[src/rtl/adder_arbiter.sv]
// adder_arbiter
//
// Shares one registered adder among NREQ requesters. Requests are picked
// with round-robin priority starting at an internal pointer. The sum
// x + y + cin is returned one cycle later on a single backpressured
// response port, tagged with the id of the requester that issued it.
// A saturating counter records every response the consumer takes.
//
// Ports:
//   clk        rising-edge clock
//   rst_n      asynchronous active-low reset
//   req_valid  per-requester request valid
//   req_ready  per-requester accept, one-hot or zero
//   req_x      packed operand x, requester i at [i*WIDTH +: WIDTH]
//   req_y      packed operand y, same packing
//   req_cin    per-requester carry-in
//   rsp_valid  response valid
//   rsp_ready  response consumer ready
//   rsp_id     requester index of the current response
//   rsp_sum    x + y + cin with zero-extended operands
//   rsp_zero   high when rsp_sum is zero
//   op_count   responses consumed since reset, saturating

module adder_arbiter #(
    parameter int NREQ   = 4,
    parameter int IDW    = 2,
    parameter int WIDTH  = 8,
    parameter int SWIDTH = WIDTH + 1,
    parameter int CNTW   = 16
) (
    input  logic                  clk,
    input  logic                  rst_n,
    input  logic [NREQ-1:0]       req_valid,
    output logic [NREQ-1:0]       req_ready,
    input  logic [NREQ*WIDTH-1:0] req_x,
    input  logic [NREQ*WIDTH-1:0] req_y,
    input  logic [NREQ-1:0]       req_cin,
    output logic                  rsp_valid,
    input  logic                  rsp_ready,
    output logic [IDW-1:0]        rsp_id,
    output logic [SWIDTH-1:0]     rsp_sum,
    output logic                  rsp_zero,
    output logic [CNTW-1:0]       op_count
);

    logic [IDW-1:0]    ptr_q, ptr_d;
    logic              rsp_valid_q, rsp_valid_d;
    logic [IDW-1:0]    rsp_id_q, rsp_id_d;
    logic [SWIDTH-1:0] rsp_sum_q, rsp_sum_d;
    logic              rsp_zero_q, rsp_zero_d;
    logic [CNTW-1:0]   op_count_q, op_count_d;

    logic              slot_free;
    logic              consume;
    logic              grant_valid;
    logic [IDW-1:0]    grant_idx;
    logic [WIDTH-1:0]  grant_x;
    logic [WIDTH-1:0]  grant_y;
    logic              grant_cin;
    logic [SWIDTH-1:0] grant_sum;

    // Round-robin pick. The first loop covers indices from the pointer up
    // to NREQ-1, the second wraps around to the indices below the pointer,
    // so the scan order is ptr, ptr+1, ... modulo NREQ. Reset gates the
    // grant so nothing is offered while the block is held in reset.
    always_comb begin
        slot_free   = rst_n && (!rsp_valid_q || rsp_ready);
        grant_valid = 1'b0;
        grant_idx   = '0;
        grant_x     = '0;
        grant_y     = '0;
        grant_cin   = 1'b0;
        for (int i = 0; i < NREQ; i++) begin
            if (!grant_valid && slot_free && req_valid[i] && (i >= int'(ptr_q))) begin
                grant_valid = 1'b1;
                grant_idx   = IDW'(i);
                grant_x     = req_x[i*WIDTH +: WIDTH];
                grant_y     = req_y[i*WIDTH +: WIDTH];
                grant_cin   = req_cin[i];
            end
        end
        for (int i = 0; i < NREQ; i++) begin
            if (!grant_valid && slot_free && req_valid[i] && (i < int'(ptr_q))) begin
                grant_valid = 1'b1;
                grant_idx   = IDW'(i);
                grant_x     = req_x[i*WIDTH +: WIDTH];
                grant_y     = req_y[i*WIDTH +: WIDTH];
                grant_cin   = req_cin[i];
            end
        end
        req_ready = '0;
        for (int i = 0; i < NREQ; i++) begin
            req_ready[i] = grant_valid && (grant_idx == IDW'(i));
        end
        grant_sum = SWIDTH'(grant_x) + SWIDTH'(grant_y) + SWIDTH'(grant_cin);
    end

    // A new acceptance always refills the response slot, even in the same
    // cycle the old response is consumed, giving one op per cycle. The
    // pointer wraps at NREQ rather than at 2**IDW.
    always_comb begin
        consume     = rsp_valid_q && rsp_ready;
        ptr_d       = ptr_q;
        rsp_valid_d = rsp_valid_q;
        rsp_id_d    = rsp_id_q;
        rsp_sum_d   = rsp_sum_q;
        rsp_zero_d  = rsp_zero_q;
        op_count_d  = op_count_q;
        if (grant_valid) begin
            rsp_valid_d = 1'b1;
            rsp_id_d    = grant_idx;
            rsp_sum_d   = grant_sum;
            rsp_zero_d  = (grant_sum == '0);
            ptr_d       = (grant_idx == IDW'(NREQ - 1)) ? '0 : grant_idx + IDW'(1);
        end else if (consume) begin
            rsp_valid_d = 1'b0;
        end
        if (consume && (op_count_q != {CNTW{1'b1}})) begin
            op_count_d = op_count_q + CNTW'(1);
        end
    end

    always_ff @(posedge clk or negedge rst_n) begin
        if (!rst_n) begin
            ptr_q       <= '0;
            rsp_valid_q <= 1'b0;
            rsp_id_q    <= '0;
            rsp_sum_q   <= '0;
            rsp_zero_q  <= 1'b0;
            op_count_q  <= '0;
        end else begin
            ptr_q       <= ptr_d;
            rsp_valid_q <= rsp_valid_d;
            rsp_id_q    <= rsp_id_d;
            rsp_sum_q   <= rsp_sum_d;
            rsp_zero_q  <= rsp_zero_d;
            op_count_q  <= op_count_d;
        end
    end

    assign rsp_valid = rsp_valid_q;
    assign rsp_id    = rsp_id_q;
    assign rsp_sum   = rsp_sum_q;
    assign rsp_zero  = rsp_zero_q;
    assign op_count  = op_count_q;

endmodule
[config.mk]
export PLATFORM = sky130hd
export DESIGN_NAME = adder_arbiter
export DESIGN_NICKNAME = d
export VERILOG_FILES = /design/src/rtl/adder_arbiter.sv
export SDC_FILE = /design/constraint.sdc
export NUM_CORES = 1
export LEC_CHECK = 0
export BUFFER_PORTS_ARGS = -buffer_cell sky130_fd_sc_hd__buf_2
export CORE_MARGIN = 3
export CORE_UTILIZATION = 44
export CTS_CLUSTER_DIAMETER = 150
export DETAILED_ROUTE_END_ITERATION = 10
export PLACE_DENSITY = 0.77
export SYNTH_ARGS = -nofsm -noshare
export SYNTH_HDL_FRONTEND = slang
export SYNTH_SLANG_ARGS = --single-unit
export TNS_END_PERCENT = 1
[constraint.sdc]
create_clock -name clk -period 3.5 [get_ports clk]
set_clock_uncertainty 0.1 [all_clocks]
set_input_delay 0.175 -clock clk [delete_from_list [all_inputs] [get_ports clk]]
set_output_delay 0.175 -clock clk [all_outputs]
set_load 0.01 [all_outputs]
==> flow_summary.json <==
{
  "synth_cells": 294,
  "initial_utilization_pct": 46.57,
  "fin_crit_ns": 3.417,
  "syn-num-nets": 383,
  "yosysSeqAreaShare_pct": 29.52,
  "wl_met2_um": 3945,
  "grt_pass1_vias": 2755,
  "route.met3.wl_um": 807,
  "p_sw_share_pct": 38.36,
  "power.share.clock_pct": 20.6,
  "whs_path_depth": 3,
  "drive_above_1_share_pct": 43.45,
  "post_dp_cell_area_um2": 3241,
  "row_count": 27,
  "yosysTopAreaCell": "dfrtp_1",
  "h-tree-depth": 2,
  "syn_area_um2": 2628,
  "yosys_register_bits": 31,
  "combPwrFrac_pct": 47.8,
  "num_vias": 2981,
  "tightest_slew_ns": 0.7692,
  "utilization_pct": 64.25,
  "layout_commonest_cell": "buf_2",
  "clkLatencyLatePin_ns": 0.28,
  "synth_edf_count": 0,
  "antenna_left": 0,
  "syn_area_per_cell_um2": 8.937,
  "topRoutingLayerUsed": "met4",
  "yosysWarnings": 0,
  "ir_drop_mv": 0.3869,
  "ys_async_sr_fraction_pct": 100.0,
  "cts.clk_slew.worst_paths_ns": 0.07,
  "r2r_end": "rsp_zero$_DFFE_PN0P_",
  "firstDrtPassIters": 5,
  "critPathMaxFanout": 4,
  "required_ns": 3.58,
  "synth_top_area_share_pct": 29.52,
  "grt_max_degree": 30,
  "die_x_um": 83.28,
  "drt_wl_total_um": 8691,
  "cts-root-buf": "clkbuf_8",
  "die-area_um2": 6935,
  "antenna_found_initial": 0,
  "fin_tns_setup_ns": 0,
  "cp.arrival_ns": 3.50,
  "cts_made_buffers": 5,
  "hold_violations": 0,
  "m1WireLength_um": 3815,
  "port_buffers": 107,
  "clk_path_buf_depth": 2,
  "synth_cell_type_count": 55,
  "final_cell_mix": "buf_2, dfrtp_1, nand2_1",
  "coreArea_um2": 5642,
  "max_freq_ghz": 0.2927,
  "status": "complete, no violations",
  "drc": 0,
  "drt_first_iter_violations": 242,
  "min-delay-start": "rsp_ready",
  "reg2reg_from": "rsp_valid$_DFFE_PN0P_",
  "final.period_utilization_pct": 97.62,
  "fin_area_um2": 3625,
  "holdPathEnd": "rsp_valid$_DFFE_PN0P_",
  "power_switching_w": 0.0006754,
  "ios": 108,
  "cts_tree": "built",
  "via_per_inst": 6.159,
  "fp.dieH_um": 83.28,
  "yosys-top-cells-area": "dfrtp_1, ha_1, a22oi_1, a2bb2oi_1, a221oi_1",
  "antenna_cells": 0,
  "rrSetupSlack_ns": 0.08,
  "endpoint_kind": "flip-flop",
  "slew_violations": 0,
  "place_congestion": 0.9724,
  "power.density_nw_per_um2": 485.8,
  "grt_pass1_wl_um": 13370,
  "layout.nets": 500,
  "seq_power_share_pct": 31.6,
  "maxCapViolCount": 0,
  "hpwl_um": 6428,
  "worst_r2r_path_depth": 12,
  "fillers": 450,
  "avgRoutedWirePerCell_um": 17.96,
  "grt_usage_pct": 22.96,
  "overflow": 0,
  "setup-violations-final": 0,
  "cp-start-kind": "flip-flop",
  "cts.sinks": 31,
  "p_leak_nw": 1.753,
  "synth_ff_type": "dfrtp_1",
  "critPathKind": "reg -> reg",
  "hold_class": "in -> reg",
  "area_growth_pct": 37.95,
  "slew_headroom_pct": 48.28,
  "intPower_w": 0.001085
}
==> worst max-delay path, stage by stage, from the launching register on <==
cell       delay (ns)
dfrtp_1          0.43
nor2b_2          0.20
nor4_4           0.36
a22oi_1          0.12
o2bb2ai_1        0.20
o22ai_2          0.11
fa_2             0.42
fa_2             0.41
nand2b_4         0.17
a21oi_4          0.17
xnor2_2          0.14
nand4_1          0.13
o41ai_2          0.35
==> Yosys cell counts, types with 3 or more instances <==
master and instances:
dfrtp_1 31, nand2_1 24, nor2_1 19, a21oi_1 16, a22oi_1 16, a2bb2oi_1 13, ha_1 12, a221oi_1 11
o21ai_0 10, xor2_1 10, nand3_1 8, xnor2_1 8, buf_2 7, clkbuf_1 7, inv_1 6, nand4_1 6
a221o_1 5, and2_1 5, buf_6 5, nor3_1 5, o22ai_1 5, and3_1 4, mux2_2 4, nor2b_1 4
o2bb2ai_1 4, and4_1 3, o211ai_1 3, o21a_1 3, or2_2 3
==> worst max path at each step <==
stage                     startpoint              endpoint  slack, ns  cells after the start
6_report       rsp_valid$_DFFE_PN0P_  rsp_zero$_DFFE_PN0P_       0.08                     12
5_1_grt         ptr_q[1]$_DFFE_PN0P_  rsp_zero$_DFFE_PN0P_      -0.11                     13
4_1_cts        rsp_valid$_DFFE_PN0P_  rsp_zero$_DFFE_PN0P_       0.01                     13
3_5_place_dp               rsp_ready  rsp_zero$_DFFE_PN0P_     -0.004                     14
3_3_place_gp    ptr_q[0]$_DFFE_PN0P_  rsp_zero$_DFFE_PN0P_       0.11                     12
2_1_floorplan  rsp_valid$_DFFE_PN0P_  rsp_zero$_DFFE_PN0P_       0.06                     16
==> routing by layer <==
| metal | up-vias | track usage (%) |
|---|---|---|
| met3 | 16 | 5.952 |
| met2 | 182 | 34.48 |
| li1 | 1370 | - |
| met5 | - | 0 |
| met1 | 1413 | 32.72 |
| met4 | 0 | 5.944 |
==> repair_timing <==
item / 4_1_cts / 5_1_grt
gates resized for setup: 0 / 43
hold buffers: 1 / 0
hold endpoints to repair: 31 / 0
endpoints found under the setup margin: 0 / 4
setup buffers: 0 / 6
==> power by group through the flow <==
stage          logic, W  registers [W]  clock network, W
2_1_floorplan  0.000412       0.000583                 0
3_3_place_gp   0.000719       0.000548                 0
3_5_place_dp   0.000729       0.000553                 0
4_1_cts        0.000738       0.000549          0.000368
5_1_grt        0.000917       0.000571          0.000391
6_report       0.000842       0.000557          0.000362
==> layout make-up <==
type / instances / area, um^2 / share of cell area (%)
multi-input combinational: 238 / 1886 / 52.02
sequential: 31 / 777.0 / 21.44
timing repair buffer: 129 / 732.0 / 20.19
tap: 72 / 90.09 / 2.485
clock buffer: 6 / 82.58 / 2.278
clock inverter: 2 / 35.03 / 0.9665
inverter: 6 / 22.52 / 0.6213
==> sequential cells by signal (all words and copies together), names as in the netlist <==
signal,count
op_count,16
ptr_q,2
rsp_id,2
rsp_sum,9
rsp_valid,1
rsp_zero,1
==> per-stage QoR <==
step	total power [W]	std cells	hold WS, ns	setup slack (ns)
global placement	0.001267	468	-0.07594	0.1087
finish	0.001761	484	0.1630	0.08342
global route	0.001879	484	0.1668	-0.1069
floorplan	0.0009949	294	-0.2206	0.06219
CTS	0.001655	477	0.2109	0.01047
detailed placement	0.001281	468	-0.07535	-0.004442
==> cell families (layout without fill, tap and decap cells) <==
family | count (synthesis) | in the layout | share of synthesized area, %
compound gates | 106 | 106 | 30.38
fa+ha+maj | 14 | 14 | 7.238
mux | 6 | 6 | 2.476
xor+xnor | 18 | 18 | 6.000
simple gates | 94 | 94 | 19.05
buf+inv | 25 | 143 | 5.333
flops | 31 | 31 | 29.52
(Power assumes the default switching activity.)
